## src/rtl/cardinal_pkg.sv

```systemverilog
// cardinal_pkg: shared sizing and VC encoding for the cardinal output arbiter
package cardinal_pkg;
  localparam int PAC_WIDTH = 64;
  localparam int NUM_REQ = 3;
  localparam int VC_BIT = 0;
  localparam logic VC0 = 1'b0;
  localparam logic VC1 = 1'b1;
endpackage

```

## src/rtl/cardinal_out_arb_rr_arbiter.sv

```systemverilog
// rr_arbiter: N-way round-robin arbiter with registered priority pointer and enable
module rr_arbiter #(
  parameter int N = 3
) (
  input  logic         clk,
  input  logic         reset,
  input  logic         i_en,
  input  logic [0:N-1] i_req,
  output logic [0:N-1] o_gnt
);
  localparam int PW = (N > 1) ? $clog2(N) : 1;
  logic [PW-1:0] r_ptr, w_nxt;
  logic          w_hit;
  function automatic int wrap(input int a);
    return (a >= N) ? a - N : a;
  endfunction
  // Scan from the pointer; first requester found wins and the pointer moves past it
  always_comb begin
    o_gnt = '0;
    w_hit = 1'b0;
    w_nxt = r_ptr;
    for (int j = 0; j < N; j++) begin
      if (!w_hit && i_en && i_req[wrap(int'(r_ptr) + j)]) begin
        w_hit = 1'b1;
        o_gnt[wrap(int'(r_ptr) + j)] = 1'b1;
        w_nxt = PW'(wrap(int'(r_ptr) + j + 1));
      end
    end
  end
  always_ff @(posedge clk) begin
    if (!reset) r_ptr <= '0;
    else r_ptr <= w_nxt;
  end
endmodule

```

## src/rtl/cardinal_out_arb.sv

```systemverilog
// cardinal_out_arb: two single-entry VC output buffers fed by round-robin grants,
// drained one VC at a time as selected by router polarity
module cardinal_out_arb #(
  parameter int PAC_WIDTH = cardinal_pkg::PAC_WIDTH,
  parameter int NUM_REQ = cardinal_pkg::NUM_REQ
) (
  input  logic                       clk,
  input  logic                       reset,
  input  logic [0:NUM_REQ-1]         req,
  input  logic [0:NUM_REQ*PAC_WIDTH-1] req_data,
  output logic [0:NUM_REQ-1]         gnt,
  input  logic                       polarity,
  output logic                       out_so,
  input  logic                       out_ro,
  output logic [0:PAC_WIDTH-1]       out_do,
  output logic [0:1]                 vc_full
);
  import cardinal_pkg::*;
  logic [0:1][0:NUM_REQ-1]   w_req, w_gnt;
  logic [0:1][0:PAC_WIDTH-1] w_pkt, r_data;
  logic [0:1]                r_full;
  logic                      w_dv, w_so;
  always_comb begin
    for (int i = 0; i < NUM_REQ; i++) begin
      w_req[0][i] = req[i] & (req_data[i*PAC_WIDTH+VC_BIT] == VC0);
      w_req[1][i] = req[i] & (req_data[i*PAC_WIDTH+VC_BIT] == VC1);
    end
  end
  genvar v;
  generate
    for (v = 0; v < 2; v++) begin : g_vc
      rr_arbiter #(.N(NUM_REQ)) u_rr (
        .clk   (clk),
        .reset (reset),
        .i_en  (reset & ~r_full[v]),
        .i_req (w_req[v]),
        .o_gnt (w_gnt[v])
      );
    end
  endgenerate
  always_comb begin
    w_pkt = '0;
    for (int k = 0; k < 2; k++)
      for (int i = 0; i < NUM_REQ; i++)
        if (w_gnt[k][i]) w_pkt[k] = req_data[i*PAC_WIDTH +: PAC_WIDTH];
  end
  assign w_dv = polarity ? VC0 : VC1;
  assign w_so = reset & r_full[w_dv] & out_ro;
  // A VC only loads while empty and only drains while full, so both never hit one buffer
  always_ff @(posedge clk) begin
    if (!reset) begin
      r_full <= '0;
      r_data <= '0;
    end else begin
      for (int k = 0; k < 2; k++) begin
        if (|w_gnt[k]) begin
          r_full[k] <= 1'b1;
          r_data[k] <= w_pkt[k];
        end else if (w_so && w_dv == 1'(k)) r_full[k] <= 1'b0;
      end
    end
  end
  assign gnt = w_gnt[0] | w_gnt[1];
  assign out_so = w_so;
  assign out_do = w_so ? r_data[w_dv] : '0;
  assign vc_full = reset ? r_full : 2'b00;
endmodule

```

## config.mk

```make
export PLATFORM = sky130hd
export DESIGN_NAME = cardinal_out_arb
export DESIGN_NICKNAME = d
export VERILOG_FILES = /design/src/rtl/cardinal_pkg.sv /design/src/rtl/cardinal_out_arb_rr_arbiter.sv /design/src/rtl/cardinal_out_arb.sv
export SDC_FILE = /design/constraint.sdc
export NUM_CORES = 1
export LEC_CHECK = 0
export ABC_AREA = 1
export CAP_MARGIN = 15
export CELL_PAD_IN_SITES_DETAIL_PLACEMENT = 0
export CELL_PAD_IN_SITES_GLOBAL_PLACEMENT = 2
export CORE_UTILIZATION = 22
export DETAILED_ROUTE_END_ITERATION = 16
export PLACE_DENSITY = 0.75
export SLEW_MARGIN = 40
export SYNTH_ARGS = -nofsm -noshare
export SYNTH_HDL_FRONTEND = slang
export SYNTH_SLANG_ARGS = --single-unit
```

## constraint.sdc

```tcl
create_clock -name clk -period 3 [get_ports clk]
set_input_delay 0.9 -clock clk [delete_from_list [all_inputs] [get_ports clk]]
set_output_delay 0.9 -clock clk [all_outputs]
set_load 0.05 [all_outputs]
```

* Word-level counts from Yosys, hierarchy flattened *
Cells that the tools add are included.

word-level totals
  bits of input ports = 199
  output and inout port bits = 70
  bits in registers = 134

operators by class
  bitwise gates (word level) = 27
  add/sub/neg operators = 18
  reductions and logical operators = 28
  $lt $le $gt $ge = 23
  mux-type cells = 75

operators by type and width
  operator               number
  $mux 64                10
  $ge 32x3->1 const B    14
  $lt 32x1->1 const B    6
  $mux 32                6
  $not 32->32            6
  $sub 32x3->32 const B  4
  $mux 1                 30
  $mux 2                 11
  $logic_and 1x1->1      18
  $mux 3                 6
  $add 3x1->4 const B    4
  $or 3x3->3             5
  $bmux 1 s2             6
  $demux 1 s2            6
  $and 1x1->1            10
  $sub 2x1->2 const B    4
  $add 2x1->3 const B    2
  $add 2x2->3 const B    2
  $ge 2x2->1 const B     3
  $reduce_bool 3->1      2
  $reduce_or 3->1        2
  $sub 2x2->3 const B    2
  $not 1->1              5
  $logic_not 1->1        4
  2 further kinds        3

* Longest topological paths before layout *
  depth in word-level cells = 19
  gate-level depth with buffers = 17
  depth with buffers taken out = 16

* Modules after synthesis *
A second synthesis with hierarchy kept.

second synthesis, totals
  cell total of the unflattened synthesis = 1589
  area total of the unflattened synthesis = 9331.4 µm²

by module, submodules not included
  module            cells an instance  times used  area an instance (µm²)
  cardinal_out_arb  1449               1           8523.2
  rr_arbiter        70                 2           404.1

* Least setup slack after synthesis *
OpenSTA, ideal clock, no wires.

  kind = input to output
  start = input reset
  end = output out_do[0] in the netlist's numbering
  path slack = -377 ps
  data required time = 2100 ps
  data arrival time = 2477 ps
  stages = 7
  buffers on the path = 2
  cells stage by stage = buf_2 inv_2 a211oi_1 inv_1 nor2_2 clkbuf_1 a22o_1

between the ends
  word-level cells in the longest chain between the ends = 3

ends and longest elaborated chain
  item                      RTL line                text
  start, declared           cardinal_out_arb.sv:8   input logic reset,
  $and 1x1->1 (2 in a row)  cardinal_out_arb.sv:48  assign w_so = reset & r_full[w_dv] & out_ro;
  $mux 64                   cardinal_out_arb.sv:65  assign out_do = w_so ? r_data[w_dv] : '0;
  end, declared             cardinal_out_arb.sv:15  output logic [0:PAC_WIDTH-1] out_do,

Every way passes these cells.

* Worst setup path in the final report *
  start = input polarity
  end = output out_do[16] in the netlist's numbering

between the ends
  word-level cells in the longest chain between the ends = 8
  elaborated cells between the ends (all ways) = 11

ends and longest elaborated chain
  item                                       RTL line                                        text
  start, declared                            cardinal_out_arb.sv:12                          input logic polarity,
  $mux 1 (*)                                 cardinal_out_arb.sv:47                          assign w_dv = polarity ? VC0 : VC1;
  $not 1->2 (implied by the code) (*)        cardinal_out_arb.sv:48, cardinal_out_arb.sv:65
  $mux 1 (implied by the code) (3 in a row)  cardinal_out_arb.sv:48
  $and 1x1->1 (2 in a row)                   cardinal_out_arb.sv:48
  $mux 64 (*)                                cardinal_out_arb.sv:65

Mark *: on every way between the ends. The rest lies on a longest branch, timed or not. The select of a mux whose other input is x is not followed.

==> reports/metrics.csv <==
stage;metric;value;unit
critical_path;CP max FO;7;
floorplan;chip height;211;um
synth;ys async rst share;0;
synth;Synth Area in Adders;0.0131;
cts;CTS Sinks;134;
timing;Final min period;3.21;ns
cts;CTS tree;built;
cells_and_area;fin util;0.379;
cells_and_area;share of layout cells above drive strength 1;0.200;
timing;Slew Limit Fails;0;
synth;Yosys reg bits;134;
synth;syn nets;1878;
cells_and_area;Final nets;2172;
synth;Avg Cell Area, Syn;5.74;um^2
grt;met3 Use GR;0.0369;
grt;global-route wire length before repair;69.8;mm
hold_path;Hold Crit Depth;2;
route;# DRC;0;
timing;Worst Slack Setup Final;-0.208;ns
timing;clk_skew;0.00844;ns
synth;Post-Syn Area;9580;um^2
grt;vias in the first global route;11600;
synth;Yosys cell types;27;
critical_path;CP startpoint kind;input pin;
hold_path;Hold WC Path Type;register to register;
synth;post-synthesis mux area share;0;
cts;# hold bufs at CTS;0;
placed_design;post-DP HPWL;29.7;mm
route;vias per inst;4.63;
cts;total CTS buffers;17;
critical_path;origin of the critical flop-to-flop path;g_vc[1].u_rr.r_ptr[0];
critical_path;worst-case reg-to-reg path depth;17;
outcome;failing checks;negative setup slack;
power;total power;0.0115;W
synth;XOR/XNOR Fraction of Synth Area;0.000914;
critical_path;CP Data Arrival Time;2.31;ns
cts;Clk Latency, worst-skew pair;0.44;ns
timing;final hold slack;0.533;ns
grt;GR met1 Demand/Resource;0.268;
grt;met2 usage;0.358;
route;Total Wirelength;47.3;mm
timing;f_max;0.312;GHz
cells_and_area;Area growth, synth to finish;70.2;%
synth;simple-gate share of the synthesized area;0.461;
cts;Clock Path Buffers;2;
synth;number of synthesized flops with an enable pin;0;
grt;initial antenna violation count;3;
grt;most crowded layer after global routing;met2;
synth;Main synth FF type;dfxtp_1;
synth;top-count cell post-synth;nand2_1;
route;ANT nets after route;0;
critical_path;Critical Path RT;2.10;ns
timing;unrepaired setup endpoints after global routing;true;
placed_design;gp weighted congestion;0.810;
timing;Fin. Hold Viols;0;
synth;sequential fraction of the synthesis area;0.280;
critical_path;critical path type;input pin to output pin;
power;worst vdd ir;0.336;mV
hold_path;Endpoint, Worst Hold;r_full[1];
route;Iter 0 DRT Violations;643;
timing;setup violators final;66;
synth;Yosys Warn Count;0;
critical_path;Worst Setup End Kind;output pin;
cts;H-tree depth;4;
floorplan;initial core utilization;0.223;
floorplan;Ports;269;
flow_run;max-cap viol count;0;
placed_design;Post-Place Worst Slack;-0.788;ns
cts;Root Buffer;clkbuf_16;
outcome;outcome;complete, but fails checks;
grt;gr usage total;0.209;
synth;Cells after Synth;1669;
synth;largest family of logic cells by synthesized area;simple AND/OR/NAND/NOR gates;
floorplan;die extent in x;211;um
placed_design;# port buffers;268;
grt;GRT overflow;0;
route;Vias;11900;
critical_path;r2r endpoint;r_data[9];
floorplan;Die Area;44400;um^2
floorplan;Core ar.;43000;um^2
power;PD cells;705;nW/um^2
timing;Final Cycle Share;1.07;
timing;worst slew pin tran;0.754;ns
critical_path;r2r setup slk;0.18;ns
power;cell leakage power;8.02;nW
timing;slew margin rel.;0.497;
cells_and_area;Layout fillers;4576;
route;WL/cell;18.4;um
synth;Synth Area in Compound Gates;0.137;
synth;synth top area cells;dfxtp_1 28%, nand2_1 23%, nor2_1 12%;
synth;Post-synth top cells;590 x nand2_1, 298 x nor2_1, 186 x nand3_1;
hold_path;hold path start;r_full[1];
floorplan;row cnt;76;
grt;largest net degree at the start of global routing;66;
cts;Clock transition at path regs;0.06;ns
synth;top cell type's share of synthesized area;0.280;
synth;Synth area leader;dfxtp_1;
route;DR pass1 iterations;5;
## layer usage
metal	vias to the layer above	share of wire
met5	-	0.00038
met4	2	0.019
li1	5911	-
met3	39	0.055
met2	378	0.48
met1	5525	0.45
## per-stage QoR
stage,area (um^2),setup TNS [ns],cells
detailed placement,14400,-111.73,2467
floorplan,10300,-0.0612,1669
CTS,16000,-7.14,2543
global placement,14400,-122.91,2467
global route,16300,-15.23,2562
finish,16300,-11.30,2563
## cell type report
cell class | count | area [um^2] | share of cell area
clock buffer | 20 | 457 | 0.0280
timing repair buffer | 399 | 4970 | 0.305
clock inverter | 12 | 223 | 0.0137
antenna | 2 | 5.00 | 0.000307
inverter | 98 | 405 | 0.0249
sequential | 134 | 2690 | 0.165
tap | 585 | 732 | 0.0449
multi-input combinational | 1313 | 6820 | 0.418
## flip-flops by register name, summed over array words and instances, names as in the netlist
signal	cells
r_full	2
g_vc.u_rr.r_ptr	4
r_data	128
## power by group
part	switching, W	internal [W]	leakage [nW]	total [W]
clock network	0.000877	0.00160	0.327	0.00248
logic	0.00394	0.00257	6.59	0.00651
registers	0.000293	0.00221	1.10	0.00251
total	0.00511	0.00639	8.02	0.0115
## critical path, stage by stage
cell and delay, ns:
buf_8 0.08, inv_4 0.04, a211oi_4 0.26, buf_6 0.14, o21ai_4 0.06, nor2_4 0.12
buf_12 0.14, buf_8 0.13, clkbuf_16 0.16, a22o_4 0.14, buf_12 0.13
## cells by family after synthesis
kind of cell	count (synthesis)
AOI/OAI and AO/OA	211
DFF	134
xor gates and xnor gates	1
and+or+nand+nor	1091
buffers and inverters	222
adders and majority gates	10
## timing repair
item / in CTS / in global routing
buffers inserted: 37 / 16
gates resized for setup: 138 / 37
hold endpoints to repair: 0 / 0
pin swaps: 37 / 39
gates cloned: 7 / 4
endpoints found under the setup margin: 133 / 66
## worst max path at each step
stage | startpoint | to | slack (ns) | depth (start not counted)
after floorplan | reset | gnt[2] | -0.03 | 11
after global placement | req[2] | r_data[47] | -0.81 | 15
after detailed placement | polarity | out_do[19] | -0.79 | 8
after CTS | out_ro | out_do[41] | -0.19 | 12
after global routing | polarity | out_do[1] | -0.26 | 11
final | polarity | out_do[16] | -0.21 | 11
## layout by cell type, fill, tap and decap left out, types with 2 or more instances in the layout
cell type / instances
nand3_1: 171
clkinv_2: 2
o21ai_0: 13
dfxtp_2: 2
nor2_1: 292
buf_16: 8
ha_1: 2
buf_4: 73
inv_1: 75
clkinvlp_4: 2
nand3_2: 10
buf_8: 6
ha_4: 8
buf_6: 21
inv_6: 2
o211ai_1: 3
buf_12: 93
a22o_4: 63
nand2_4: 3
inv_4: 10
dfxtp_1: 130
nor2_2: 2
diode_2: 2
bufinv_16: 6
inv_2: 11
o21ai_1: 31
dfxtp_4: 2
nand2_2: 14
nand2_1: 572
nand4_1: 2
a21oi_1: 97
nand3_4: 10
clkbuf_8: 2
nor2_4: 13
buf_2: 5
clkdlybuf4s50_1: 189
clkbuf_16: 21
Note: power is estimated with default switching activity, not from simulation.
==> edit 1, RTL diff (same flow settings) <==
`NUM_REQ`: 3 -> 2.
--- a/src/rtl/cardinal_pkg.sv
+++ b/src/rtl/cardinal_pkg.sv
@@ -1,7 +1,7 @@
 // cardinal_pkg: shared sizing and VC encoding for the cardinal output arbiter
 package cardinal_pkg;
   localparam int PAC_WIDTH = 64;
-  localparam int NUM_REQ = 3;
+  localparam int NUM_REQ = 2;
   localparam int VC_BIT = 0;
   localparam logic VC0 = 1'b0;
   localparam logic VC1 = 1'b1;
Interface: changed (resized gnt, req and req_data); port bits go from 269 to 203. The function was not compared with the original's and may differ.
==> edit 1 against the original RTL <==
Die area down 20%. Global-route usage down 3.0 points. Wire length down 33%. Worst setup slack better by 240 ps. Synthesized cell count down 30%. Sequential cell count down 2. Synthesized area down 21%. Count of clock-buffer cells in the layout unchanged. Core utilization down 3.4 points. Critical path depth down 4. Design area down 29%. Via count down 31%. Critical path type unchanged. Critical endpoint is now out_do[1]. Largest cell class unchanged. Highest routed layer unchanged.
Power is not compared: it rests on default switching activity, and its combinational part moved more than twofold at a synthesized area within 25%.
==> edit 1: results (changes against the original RTL) <==
outcome=finished, final reports clean (was complete, but fails checks); first-pass GRT wire length=49,000 um (was 69,800 um); top cells by count, synth=nand3_1 (382), nand2_1 (271), inv_1 (138) (was nand2_1 (590), nor2_1 (298), nand3_1 (186)); crit path max fanout=8 (was 7); post-synthesis sequential area ratio=0.347 (was 0.280); end of the worst register-to-register path=r_data[88] (was r_data[9]); placed inst area=10,800 um^2 (was 14,400 um^2); PortBufs=202 (was 268); largest net degree at the start of global routing=69 (was 66); GRT Total Usage=0.179 (was 0.209); worst skew pair latency=420 ps (was 440 ps); Vias per Instance=4.58 (was 4.63); Post-Syn Instances=1,163 (was 1,669); hold wc startpoint=r_data[127] (was r_full[1]); post-route design area=11,700 um^2 (was 16,300 um^2); number of global-route vias before repair=8,153 (was 11.6k); DRT iter0 DRCs=495 (was 643); dpl hpwl=18,500 um (was 29,700 um); Final Skew=17.9 ps (was 8.44 ps); share of layout cells above drive strength 1=0.148 (was 0.200); Setup crit end=out_do[1] (was out_do[16]); initial antenna violation count=4 (was 3); Largest regs=r_data: 128 flops, g_vc.u_rr.r_ptr: 2 flops, r_full: 2 flops (was r_data: 128 flops, g_vc.u_rr.r_ptr: 4 flops, r_full: 2 flops); worst-margin pin slew=809 ps (was 754 ps); Nets=1,467 (was 2,172); smallest hold slack=447 ps (was 533 ps); Min-Delay Endpoint=r_data[127] (was r_full[1]); path depth of the worst reg2reg path=9 (was 17); Final GP Congestion=0.745 (was 0.810); Worst Path Arrival=2070 ps (was 2310 ps); worst r2r src=r_full[0] (was g_vc[1].u_rr.r_ptr[0]); final WL=31,700 um (was 47,300 um); VDD IR max=around 0.00034 V; crit share post-route=0.990 (was 1.07)
edit 1: changes by cell type after synthesis, moves of 53 or more:
cell	unedited run	this run
a21oi_1	97	2
a22o_1	63	2
inv_1	85	138
mux2i_1	0	63
nand2_1	590	271
nand3_1	186	382
nor2_1	298	70
edit 1: cell families (layout without fill, tap and decap cells):
family          after synthesis  in the layout  share of synthesized area
simple gates                723            723                      0.420
buf+inv                     236            419                      0.141
mux                          63             63                     0.0829
compound gates                9              9                    0.00888
flops                       132            132                      0.347
other cells                   0              2                          0
edit 1: critical path: stages:
cell	delay, ps
buf_6	110
a211oi_4	280
o21ai_4	140
buf_12	170
buf_16	160
nor2_2	130
buf_12	150
edit 1: layer usage:
| metal | share of wire | GRT usage |
|---|---|---|
| met3 | 0.054 | 0.0391 |
| met4 | 0.011 | 0.0466 |
| met2 | 0.47 | 0.294 |
| met1 | 0.47 | 0.237 |
| met5 | 0.00098 | 0 |
edit 1: cell type report:
class,instances,area share
diodes,2,0.000430
clock buffers,20,0.0392
clock inverters,12,0.00827
inverters,140,0.0451
multi-input cells,795,0.356
flip-flops and latches,132,0.227
well taps,448,0.0481
repair buffers,247,0.276
edit 1: timing repair:
item	in CTS	in global routing
pin swaps	1	1
endpoints found under the setup margin	67	42
hold buffers	0	0
resized for setup	46	7
cloned	2	1
buffers inserted	2	1
edit 1: power by group through the flow:
stage / logic [mW] / registers (mW) / clock network (mW)
finish: 1.00 / 1.90 / 2.01
global route: 1.09 / 1.91 / 2.15
CTS: 1.01 / 1.90 / 2.08
detailed placement: 0.973 / 1.94 / 0
global placement: 0.974 / 1.94 / 0
floorplan: 0.510 / 1.92 / 0
==> edit 2, RTL diff (same settings) <==
Without the edit above. Make the reset (`reset`) asynchronous in 2 clocked blocks.
--- a/src/rtl/cardinal_out_arb_rr_arbiter.sv
+++ b/src/rtl/cardinal_out_arb_rr_arbiter.sv
@@ -27,7 +27,7 @@
       end
     end
   end
-  always_ff @(posedge clk) begin
+  always_ff @(posedge clk or negedge reset) begin
     if (!reset) r_ptr <= '0;
     else r_ptr <= w_nxt;
   end
--- a/src/rtl/cardinal_out_arb.sv
+++ b/src/rtl/cardinal_out_arb.sv
@@ -47,7 +47,7 @@
   assign w_dv = polarity ? VC0 : VC1;
   assign w_so = reset & r_full[w_dv] & out_ro;
   // A VC only loads while empty and only drains while full, so both never hit one buffer
-  always_ff @(posedge clk) begin
+  always_ff @(posedge clk or negedge reset) begin
     if (!reset) begin
       r_full <= '0;
       r_data <= '0;
Check against the original RTL: not settled (the Yosys comparison gave no result); the edit may change what the design does.
==> edit 2 against the original RTL <==
The run still ends with setup timing left. Synthesized area is 4.7% higher. Power is 30% higher. Core utilization is 1.5 points lower. Synthesized cell count is 14% lower. Sequential cell count stayed put. Wire length is 1.8% higher. Worst setup slack better by 79 ps. Design area is 0.42% lower. Non-clock buffer count is 23 lower. Register-to-register slack better by 30 ps. Largest power group unchanged.
==> edit 2: results (changes against the original RTL) <==
worst r2r src=g_vc[1].u_rr.r_ptr[0] (unchanged); failing checks=setup timing (unchanged); combinational power share=0.614 (was 0.566); fraction of the mapped netlist area in compound gates=0.129 (was 0.137); multi-input logic portion of the cell area=0.391 (was 0.418); outcome=complete, but fails checks (unchanged); final setup violation count=28 (was 66); Antenna diodes=3 (was 2); Logic power comb=9.21 mW (was 6.51 mW); smallest hold slack=519 ps (was 533 ps); placed cell count=2,243 (was 2,467); VDD IR max=0.000361 V (was 0.000336 V); DRT iter0 DRCs=799 (was 643); Seq pwr share=0.239 (was 0.218); Worst Path Arrival=2230 ps (was 2310 ps); reg2reg setup slack=210 ps (was 180 ps); Async SR Flop Fraction=1.00 (was 0); syn_nets=1,636 (was 1,878); Final clock-cell share=0.0361 (was 0.0417); Non-Clock Buffer Area Fraction=0.297 (was 0.305); cell leakage power=7.86 nW (was 8.02 nW); largest net degree at the start of global routing=61 (was 66); drt pass-1 iters=7 (was 5); postcts setup bufs=25 (was 37); GR met1 Demand/Resource=0.279 (was 0.268); number of global-route vias before repair=11.2k (was 11.6k); Final GP Congestion=0.809 (was 0.810); setup slack at placement=-530 ps (was -788 ps); final WL=48,100 um (was 47,300 um); GRT Total Usage=0.207 (was 0.209); share of layout cells above drive strength 1=0.243 (was 0.200); clock buffers=21 (was 20); bufs w/o clock=376 (was 399); WL/cell=20.8 um (was 18.4 um); Adder-Cell Fraction of Synth Area=0.0125 (was 0.0131); post-synthesis sequential area ratio=0.334 (was 0.280); Final Skew=8.34 ps (was 8.44 ps); register area=3350 um^2 (was 2690 um^2); PostCTS Resize Cnt=169 (was 138); met3 Usage GRT=0.0347 (was 0.0369); Final WS setup=-130 ps (was -208 ps); first-pass GRT wire length=72,300 um (was 69,800 um); top_reg_cell synth=dfrtp_1 (was dfxtp_1); Mean Syn Cell Area=7.03 um^2 (was 5.74 um^2); setup total negative slack=-553 ps (was -11,300 ps); inverters=94 (was 98); Vias per Instance=4.76 (was 4.63); GR met2 Demand/Resource=0.340 (was 0.358)
## edit 2: metal layers
metal  routed length, um  up-vias
met5                   0        -
met4                 843        0
met3                2390       46
met2               22900      354
met1               22000     5351
li1                    -     5266
## edit 2: worst max-delay path by stage
stage | start | end | cells after the start
2_1_floorplan | req_data[0] | gnt[2] | 11
3_3_place_gp | req_data[0] | gnt[1] | 13
3_5_place_dp | req[2] | r_data[8] | 13
4_1_cts | g_vc[1].u_rr.r_ptr[0] | gnt[0] | 12
5_1_grt | g_vc[1].u_rr.r_ptr[0] | gnt[0] | 10
6_report | req[1] | gnt[0] | 11
## edit 2: worst max-delay path: stages
cell and delay (ps):
clkdlybuf4s15_2 230, nand2_1 100, nand2_1 120, nand2_2 70, nor2_2 90, nor2_2 60
buf_4 140, nand3_4 70, nand3_4 60, or2_4 230, buf_12 150
